[src/rtl/emit_header.sv]
// Prepends one header struct to the front of an AXIS packet, shifting every
// payload beat up by HB bytes and emitting a flush beat when the tail overflows.
module emit_header #(
   parameter int BUF_DATA_WIDTH       = 512,
   parameter int BUF_KEEP_WIDTH       = 64,
   parameter int EMITTED_STRUCT_WIDTH = 112
) (
   input  logic                            clk,
   input  logic                            rst,
   input  logic [BUF_DATA_WIDTH-1:0]       s_inbuf_axis_tdata,
   input  logic [BUF_KEEP_WIDTH-1:0]       s_inbuf_axis_tkeep,
   input  logic                            s_inbuf_axis_tlast,
   input  logic                            s_inbuf_axis_tvalid,
   output logic                            s_inbuf_axis_tready,
   input  logic [EMITTED_STRUCT_WIDTH-1:0] s_struct_axis_tdata,
   input  logic                            s_struct_axis_tvalid,
   output logic                            s_struct_axis_tready,
   output logic [BUF_DATA_WIDTH-1:0]       m_outbuf_axis_tdata,
   output logic [BUF_KEEP_WIDTH-1:0]       m_outbuf_axis_tkeep,
   output logic                            m_outbuf_axis_tlast,
   output logic                            m_outbuf_axis_tvalid,
   input  logic                            m_outbuf_axis_tready
);

   localparam int W     = BUF_DATA_WIDTH;
   localparam int K     = BUF_KEEP_WIDTH;
   localparam int HB    = EMITTED_STRUCT_WIDTH / 8;
   localparam int HBITS = HB * 8;

   typedef enum logic [1:0] {
      ST_IDLE   = 2'd0,
      ST_STREAM = 2'd1,
      ST_FLUSH  = 2'd2
   } state_t;

   state_t           state_r, state_s;
   logic [W-1:0]     m_tdata_r, m_tdata_s;
   logic [K-1:0]     m_tkeep_r, m_tkeep_s;
   logic             m_tlast_r, m_tlast_s;
   logic             m_tvalid_r, m_tvalid_s;
   logic [HBITS-1:0] carry_data_r, carry_data_s;
   logic [HB-1:0]    carry_keep_r, carry_keep_s;

   logic             ld_s;
   logic             ovf_s;
   logic             take_s;
   logic [W-1:0]     din_s;
   logic [HBITS-1:0] head_data_s;
   logic [HB-1:0]    head_keep_s;

   // Zero every data byte whose keep bit is clear so padding never leaks out.
   function automatic logic [W-1:0] mask_bytes(input logic [W-1:0] d, input logic [K-1:0] k);
      logic [W-1:0] r;
      r = '0;
      for (int i = 0; i < K; i++) begin
         r[8*i +: 8] = k[i] ? d[8*i +: 8] : 8'h00;
      end
      return r;
   endfunction

   assign ld_s    = !m_tvalid_r || m_outbuf_axis_tready;
   assign ovf_s   = |s_inbuf_axis_tkeep[K-1 -: HB];
   assign din_s   = mask_bytes(s_inbuf_axis_tdata, s_inbuf_axis_tkeep);
   assign take_s  = s_inbuf_axis_tvalid && s_inbuf_axis_tready;

   // The header leads the first beat; later beats are led by the previous tail.
   assign head_data_s = (state_r == ST_IDLE) ? s_struct_axis_tdata : carry_data_r;
   assign head_keep_s = (state_r == ST_IDLE) ? {HB{1'b1}} : carry_keep_r;

   assign s_inbuf_axis_tready  = rst && ld_s &&
                                 ((state_r == ST_IDLE) ? s_struct_axis_tvalid : (state_r == ST_STREAM));
   assign s_struct_axis_tready = rst && ld_s && (state_r == ST_IDLE) && s_inbuf_axis_tvalid;

   assign m_outbuf_axis_tdata  = m_tdata_r;
   assign m_outbuf_axis_tkeep  = m_tkeep_r;
   assign m_outbuf_axis_tlast  = m_tlast_r;
   assign m_outbuf_axis_tvalid = m_tvalid_r;

   // Next-state and output-register load logic.
   always_comb begin
      state_s      = state_r;
      m_tdata_s    = m_tdata_r;
      m_tkeep_s    = m_tkeep_r;
      m_tlast_s    = m_tlast_r;
      m_tvalid_s   = m_tvalid_r;
      carry_data_s = carry_data_r;
      carry_keep_s = carry_keep_r;
      case (state_r)
         ST_IDLE, ST_STREAM: begin
            if (take_s) begin
               m_tdata_s    = {din_s[W-1-HBITS:0], head_data_s};
               m_tkeep_s    = {s_inbuf_axis_tkeep[K-1-HB:0], head_keep_s};
               carry_data_s = din_s[W-1 -: HBITS];
               carry_keep_s = s_inbuf_axis_tkeep[K-1 -: HB];
               m_tvalid_s   = 1'b1;
               m_tlast_s    = s_inbuf_axis_tlast && !ovf_s;
               if (s_inbuf_axis_tlast) begin
                  state_s = ovf_s ? ST_FLUSH : ST_IDLE;
               end else begin
                  state_s = ST_STREAM;
               end
            end else if (ld_s) begin
               m_tvalid_s = 1'b0;
            end else begin
               m_tvalid_s = m_tvalid_r;
            end
         end
         ST_FLUSH: begin
            if (ld_s) begin
               m_tdata_s  = {{(W-HBITS){1'b0}}, carry_data_r};
               m_tkeep_s  = {{(K-HB){1'b0}}, carry_keep_r};
               m_tlast_s  = 1'b1;
               m_tvalid_s = 1'b1;
               state_s    = ST_IDLE;
            end else begin
               state_s = ST_FLUSH;
            end
         end
         default: begin
            state_s    = ST_IDLE;
            m_tvalid_s = 1'b0;
         end
      endcase
   end

   // State, carry and output registers.
   always_ff @(posedge clk or negedge rst) begin
      if (!rst) begin
         state_r      <= ST_IDLE;
         m_tdata_r    <= '0;
         m_tkeep_r    <= '0;
         m_tlast_r    <= 1'b0;
         m_tvalid_r   <= 1'b0;
         carry_data_r <= '0;
         carry_keep_r <= '0;
      end else begin
         state_r      <= state_s;
         m_tdata_r    <= m_tdata_s;
         m_tkeep_r    <= m_tkeep_s;
         m_tlast_r    <= m_tlast_s;
         m_tvalid_r   <= m_tvalid_s;
         carry_data_r <= carry_data_s;
         carry_keep_r <= carry_keep_s;
      end
   end

endmodule
[config.mk]
export PLATFORM = sky130hd
export DESIGN_NAME = emit_header
export DESIGN_NICKNAME = d
export VERILOG_FILES = /design/src/rtl/emit_header.sv
export SDC_FILE = /design/constraint.sdc
export NUM_CORES = 1
export LEC_CHECK = 0
export ABC_CLOCK_PERIOD_IN_PS = 2100
export BUFFER_PORTS_ARGS = -buffer_cell sky130_fd_sc_hd__buf_2
export CAP_MARGIN = 20
export CORE_AREA = 2 2 495 497
export CTS_BUF_LIST = sky130_fd_sc_hd__clkbuf_16
export DETAILED_ROUTE_END_ITERATION = 10
export DIE_AREA = 0 0 497 499
export GPL_ROUTABILITY_DRIVEN = 0
export GPL_TIMING_DRIVEN = 0
export SLEW_MARGIN = 20
export SYNTH_ARGS = -nofsm -noshare
export SYNTH_HDL_FRONTEND = slang
export SYNTH_SLANG_ARGS = --single-unit
[constraint.sdc]
create_clock -name clk -period 2.1 [get_ports clk]
set_input_delay 0.105 -clock clk [delete_from_list [all_inputs] [get_ports clk]]
set_output_delay 0.105 -clock clk [all_outputs]
set_load 0.005 [all_outputs]
==> results of run 1 <==
-- worst min path at each step --
stage	startpoint	end	slack, ns	depth (start not counted)
after global routing	rst	m_outbuf_axis_tdata[322]	-0.17	5
after detailed placement	rst	m_outbuf_axis_tdata[324]	0.13	1
after CTS	rst	m_outbuf_axis_tdata[280]	-0.84	1
after global placement	s_inbuf_axis_tdata[259]	m_outbuf_axis_tdata[371]	0.32	2
after floorplan	rst	carry_data_r[0]	-0.19	0
final	rst	m_outbuf_axis_tdata[322]	-0.14	5
-- flip-flops by register name, indices dropped and copies added, names as in the netlist --
| name | flops |
|---|---|
| m_outbuf_axis_tvalid | 1 |
| state_r | 2 |
| m_outbuf_axis_tdata | 512 |
| carry_keep_r | 14 |
| m_outbuf_axis_tlast | 1 |
| carry_data_r | 112 |
| m_outbuf_axis_tkeep | 64 |
-- final cells by class --
class | instances | area [µm²]
fill | 25900 | 191000
sequential | 706 | 17700
timing repair buffer | 2048 | 15300
multi-input combinational | 1416 | 9520
tap | 3202 | 4010
clock buffer | 86 | 2150
buffer | 186 | 1930
clock inverter | 65 | 514
antenna | 41 | 103
inverter | 1 | 3.75
-- stage by stage --
step | hold WS, ns | area [µm²] | worst slack (ns) | power [mW]
floorplan | -0.191 | 27500 | 0.203 | 25.5
global placement | 0.320 | 37800 | -15.85 | 35.2
detailed placement | 0.125 | 38100 | -3.30 | 35.6
CTS | -0.836 | 49100 | -0.244 | 52.5
global route | -0.165 | 51100 | -0.202 | 55.8
finish | -0.140 | 51200 | -0.169 | 53.4
-- synthesized netlist by cell type, drive strengths merged --
library cell  number  area, µm²
and4               3       26.3
nor2              16       60.1
and2              50        313
inv                1       3.75
clkbuf           141        529
o22ai              1       6.26
nor4               3       18.8
o21ai            196        981
a21oi              1       5.00
nand2            331       1240
o211ai             1       7.51
a21o              42        315
nand3b             1       7.51
and3               2       12.5
nand3            312       1560
a22o             339       2970
mux2i            112       1120
a31oi              1       6.26
nand4              1       6.26
buf               78        584
dfrtp            706      17700
nand2b             3       18.8
o21ba              1       10.0
-- logic make-up after synthesis --
family	count (synthesis)	synth area share, %
AO/OA/AOI/OAI	582	15.7
flip-flops	706	64.3
AND/OR/NAND/NOR	722	11.9
buffers and inverters	220	4.07
multiplexers	112	4.08
-- layer usage --
metal  wire length [µm]  GRT usage [%]  part of all wire [%]  vias up
li1                   -              -                     -    12600
met2             102000           27.5                    48     2165
met3              17600           4.43                   8.4      616
met1              74200           16.9                    35    15100
met5                209         0.0386                 0.099        -
met4              16700           10.4                   7.9       32
-- layout by cell type, fill, tap and decap left out, drive strengths merged, types with 2 or more instances in the layout --
master / count
dlygate4sd3: 688
bufinv: 3
nand3: 312
a22o: 339
clkinvlp: 3
nand2b: 3
clkinv: 41
mux2i: 112
dfrtp: 706
and4: 3
inv: 19
and2: 50
diode: 41
clkbuf: 200
o21ai: 196
nor4: 3
buf: 1428
nor2: 16
a21o: 42
nand2: 331
bufbuf: 4
and3: 2
-- power by group --
part / leakage, nW / internal [mW] / switching, mW
registers: 9.21 / 17.8 / 2.78
clock network: 1.34 / 7.89 / 6.56
logic: 15.0 / 8.30 / 10.1
total: 25.6 / 34.0 / 19.5
-- critical path, delay by kind of cell, from the launching register on --
family                 cells  cell delay (ns)
AO/OA/AOI/OAI              2             0.47
buffers and inverters      5             0.88
flip-flops                 1             0.45
AND/OR/NAND/NOR            2             0.27
-- timing repair --
item / 4_1_cts / 5_1_grt
endpoints found under the hold margin: 971 / 225
hold buffers: 684 / 17
pin swaps: 59 / 215
setup endpoints to repair: 708 / 700
buffers inserted: 21 / 17
cloned: 17 / 26
gates resized for setup: 298 / 363
==> results.sh, run 1 <==
export IMPL_status="finished, violations left"
export IMPL_violations="negative hold slack, negative setup slack"
export IMPL_track_usage_pct=15.9
export IMPL_final_util_pct=21.1
export IMPL_grt_max_degree=98
export IMPL_initial_core_util_pct=11.3
export IMPL_wirelength_mm=210
export IMPL_netlist_instances=2342
export IMPL_io_buffers=1259
export IMPL_ys_types=27
export IMPL_peakVddDrop_mv=0.589
export IMPL_fp_dieW_um=497
export IMPL_die_y_um=499
export IMPL_htree_levels=3
export IMPL_clock_skew_ns=0.0429
export IMPL_die_area_um2=248000
export IMPL_drtAntennaViolNets=0
export IMPL_cp_slowest_cell="dfrtp_2"
export IMPL_worstReg2RegEnd="m_outbuf_axis_tdata[119]"
export IMPL_gr_total_overflow=0
export IMPL_whs_ns=-0.140
export IMPL_io_pins=1274
export IMPL_clkTransAtPathRegs_ns=0.07
export IMPL_placedCellCount=6813
export IMPL_cts_made_buffers=85
export IMPL_viasPerCell=3.94
export IMPL_crit_chain="o21ba_4, nand4_1, buf_4, and2_4, buf_12, buf_16, buf_16, clkbuf_16, a22o_1"
export IMPL_synthesis_area_um2=27500
export IMPL_grt_pass1_vias=31000
export IMPL_start_kind="flip-flop"
export IMPL_min_delay_path_class="input port to async pin"
export IMPL_critical_path_class="flip-flop to flip-flop"
export IMPL_avgRoutedWirePerCell_um=27.2
export IMPL_clk_latency_ns=0.73
export IMPL_setup_viol=473
export IMPL_fin_nets=5138
export IMPL_max_freq_ghz=0.441
export IMPL_cp_slowest_stage_delay_ns=0.45
export IMPL_rrSetupSlack_ns=-0.17
export IMPL_startpoint="state_r[1]"
export IMPL_worstSetupEndpoint="m_outbuf_axis_tdata[119]"
export IMPL_ys_seq_area_share_pct=64.3
export IMPL_endpoint_kind="flip-flop"
export IMPL_path_max_fanout=9
export IMPL_grt_pass1_wl_mm=270
export IMPL_cp_data_required_time_ns=2.70
export IMPL_tightestPinTransition_ns=1.28
export IMPL_dp_hpwl_mm=162
export IMPL_rows=181
export IMPL_cts_root_buf="clkbuf_16"
export IMPL_antenna_found_initial=89
export IMPL_vias=30500
export IMPL_drt_iter0_drc=2904
export IMPL_fin_ws_ns=-0.169
export IMPL_dr_pass1_iters=6
export IMPL_hold_viol_final=94
export IMPL_yosys_warnings=0
export IMPL_syn_area_per_cell_um2=11.7
export IMPL_drc=0
export IMPL_rsz0062_at_grt="yes"
export IMPL_final_instance_count_excl_fill=7751
export IMPL_r2r_cells=9
export IMPL_cts_tree="done"
export IMPL_cp_common_cell="buf_16"
export IMPL_core_area_um2=243000
export IMPL_relSlewSlack_pct=14.8
export IMPL_crit_arrival_ns=2.87
export IMPL_period_share_pct=108
export IMPL_maxCapViolCount=0
export IMPL_tns_ns=-42.55
export IMPL_synth_nets=3036
export IMPL_period_needed_ns=2.27
export IMPL_drive_gt1_share_pct=39.6
export IMPL_cts_sinks=706
export IMPL_area_growth_pct=86.3
export IMPL_clockBufferDepth=3
export IMPL_powerDensity_nw_per_um2=1040
export IMPL_ys_seq_elements=706
export IMPL_slew_violations=0
export IMPL_rr_startpoint="state_r[1]"
export IMPL_power_leakage_nw=25.6
No activity file was read; power rests on OpenSTA's default activity.
==> run 2: changes to the inputs <==
--- a/config.mk
+++ b/config.mk
@@ -14,6 +14,7 @@
 export DIE_AREA = 0 0 497 499
 export GPL_ROUTABILITY_DRIVEN = 0
 export GPL_TIMING_DRIVEN = 0
+export RECOVER_POWER = 100
 export SLEW_MARGIN = 20
 export SYNTH_ARGS = -nofsm -noshare
 export SYNTH_HDL_FRONTEND = slang
==> results.sh, run 2 (synthesis gave the netlist of run 1 again) <==
export IMPL_status="finished, violations left"
export IMPL_violations="negative setup slack"
export IMPL_grt_pass1_wl_mm=270
export IMPL_gr_total_overflow=0
export IMPL_cp_data_required_time_ns=2.70
export IMPL_htree_levels=3
export IMPL_switching_power_mw=19.5
export IMPL_cts_sinks=706
export IMPL_clkTransAtPathRegs_ns=0.07
export IMPL_clockBufferDepth=3
export IMPL_crit_arrival_ns=2.87
export IMPL_cp_slowest_stage_delay_ns=0.45
export IMPL_drive_gt1_share_pct=29.1
export IMPL_grt_pass1_vias=31000
export IMPL_hp_start="s_inbuf_axis_tkeep[26]"
export IMPL_detailedPlace_worstSlack_ns=-3.30
export IMPL_min_delay_path_class="input port to flip-flop"
export IMPL_start_kind="flip-flop"
export IMPL_powerDensity_nw_per_um2=1050
export IMPL_endpoint_kind="flip-flop"
export IMPL_slew_violations=0
export IMPL_power_report_internal_total_mw=33.1
export IMPL_fin_ws_ns=-0.171
export IMPL_path_max_fanout=9
export IMPL_core_area_um2=243000
export IMPL_drc=0
export IMPL_placedCellCount=6813
export IMPL_hold_viol_final=0
export IMPL_wirelength_mm=210
export IMPL_cp_slowest_cell="dfrtp_2"
export IMPL_dp_hpwl_mm=162
export IMPL_max_freq_ghz=0.440
export IMPL_grt_max_degree=98
export IMPL_dr_pass1_iters=8
export IMPL_area_growth_pct=82.9
export IMPL_r2r_cells=9
export IMPL_crit_chain="o21ba_4, nand4_1, clkbuf_1, and2_4, buf_12, buf_16, buf_16, clkbuf_16, a22o_1"
export IMPL_cts_made_buffers=85
export IMPL_rr_startpoint="state_r[1]"
export IMPL_die_y_um=499
export IMPL_io_pins=1274
export IMPL_clock_skew_ns=0.0394
export IMPL_clockPowerShare_pct=27.4
export IMPL_period_needed_ns=2.27
export IMPL_final_common_cell="buf_2"
export IMPL_cp_common_cell="buf_16"
export IMPL_critical_path_class="flip-flop to flip-flop"
export IMPL_whs_ns=0.0620
export IMPL_clk_latency_ns=0.72
export IMPL_worstReg2RegEnd="m_outbuf_axis_tdata[119]"
export IMPL_rrSetupSlack_ns=-0.17
export IMPL_p_seq_share_pct=39.2
export IMPL_rsz0062_at_grt="yes"
export IMPL_worst_path_buf_inv=5
export IMPL_peakVddDrop_mv=0.558
export IMPL_avgRoutedWirePerCell_um=27.1
export IMPL_rows=181
export IMPL_die_area_um2=248000
export IMPL_fin_nets=5138
export IMPL_setup_viol=572
export IMPL_track_usage_pct=15.9
export IMPL_relSlewSlack_pct=7.33
export IMPL_p_comb_share_pct=33.4
export IMPL_cts_root_buf="clkbuf_16"
export IMPL_antenna_found_initial=91
export IMPL_holdPathEnd="m_outbuf_axis_tkeep[40]"
export IMPL_initial_core_util_pct=11.3
export IMPL_drtAntennaViolNets=0
export IMPL_final_instance_count_excl_fill=7755
export IMPL_viasPerCell=3.94
export IMPL_drt_iter0_drc=2908
export IMPL_final_cell_mix="801 x buf_2, 704 x dfrtp_1, 688 x dlygate4sd3_1"
export IMPL_vias=30600
export IMPL_io_buffers=1259
export IMPL_switching_share_pct=37.1
export IMPL_fp_dieW_um=497
export IMPL_maxCapViolCount=0
export IMPL_tightestPinTransition_ns=1.39
export IMPL_cts_tree="done"
export IMPL_hold_path_depth=4
export IMPL_period_share_pct=108
export IMPL_largest_reg_flops=512
export IMPL_power_leakage_nw=23.7
export IMPL_critical_path_top_delay_family="buffers and inverters"
[run 2: cell types whose count changed in the layout (fill, tap and decap cells not counted), sizes merged]
cell,delta
buf,-469
bufbuf,-4
clkbuf,+467
clkdlybuf4s25,+5
diode,+4
dlymetal6s4s,+1
[run 2: power by group through the flow]
stage	clock, mW	combinational (mW)	sequential [mW]
finish	14.4	17.6	20.6
global route	15.4	18.7	21.0
CTS	14.8	17.4	20.3
detailed placement	0	15.2	20.4
global placement	0	14.9	20.3
floorplan	0	5.25	20.3
[run 2: how the worst max path moves through the flow]
stage | startpoint | slack [ns] | endpoint | cells past startpoint
CTS | state_r[0] | -0.24 | s_struct_axis_tready | 6
global route | state_r[1] | -0.20 | m_outbuf_axis_tdata[119] | 9
finish | state_r[1] | -0.17 | m_outbuf_axis_tdata[119] | 9
detailed placement | rst | -3.30 | carry_data_r[96] | 12
global placement | rst | -15.85 | carry_data_r[96] | 8
floorplan | state_r[0] | 0.20 | m_outbuf_axis_tdata[115] | 9
[run 2: timing repair]
| action | CTS | global route |
|---|---|---|
| resized for setup | 298 | 363 |
| cloned | 17 | 26 |
| pin swaps | 59 | 215 |
| endpoints found under the hold margin | 971 | 225 |
| setup buffers | 21 | 17 |
| hold buffers | 684 | 17 |
| setup endpoints to repair | 708 | 700 |
[run 2: routing by layer]
metal | track usage, % | vias to the layer above | share of wire (%)
met5 | 0.0386 | - | 0.093
met4 | 10.4 | 30 | 8.0
met3 | 4.43 | 616 | 8.5
met2 | 27.5 | 2176 | 48
met1 | 16.9 | 15100 | 35
li1 | - | 12600 | -
[run 2: tightest hold or removal path, cell delays in order]
cell      delay [ns]
buf_2           0.09
and2_4          0.19
clkbuf_8        0.22
a21o_1          0.10
[run 2: layout make-up]
type	count	area, µm²
Sequential cell	706	17700
Clock buffer	86	2150
Buffer	186	1930
Fill cell	26200	192000
Tap cell	3202	4010
Timing Repair Buffer	2048	14300
Antenna cell	45	113
Clock inverter	65	514
Inverter	1	3.75
Multi-Input combinational cell	1416	9520
[run 2: per-stage QoR]
stage	TNS (ns)	area [µm²]	power [mW]	utilization (%)
global route	-85.97	50200	55.0	20.7
finish	-47.07	50200	52.6	20.7
floorplan	0	27500	25.5	-
global placement	-	37800	35.2	15.6
CTS	-45.75	49100	52.5	20.2
detailed placement	-1592.00	38100	35.6	15.7
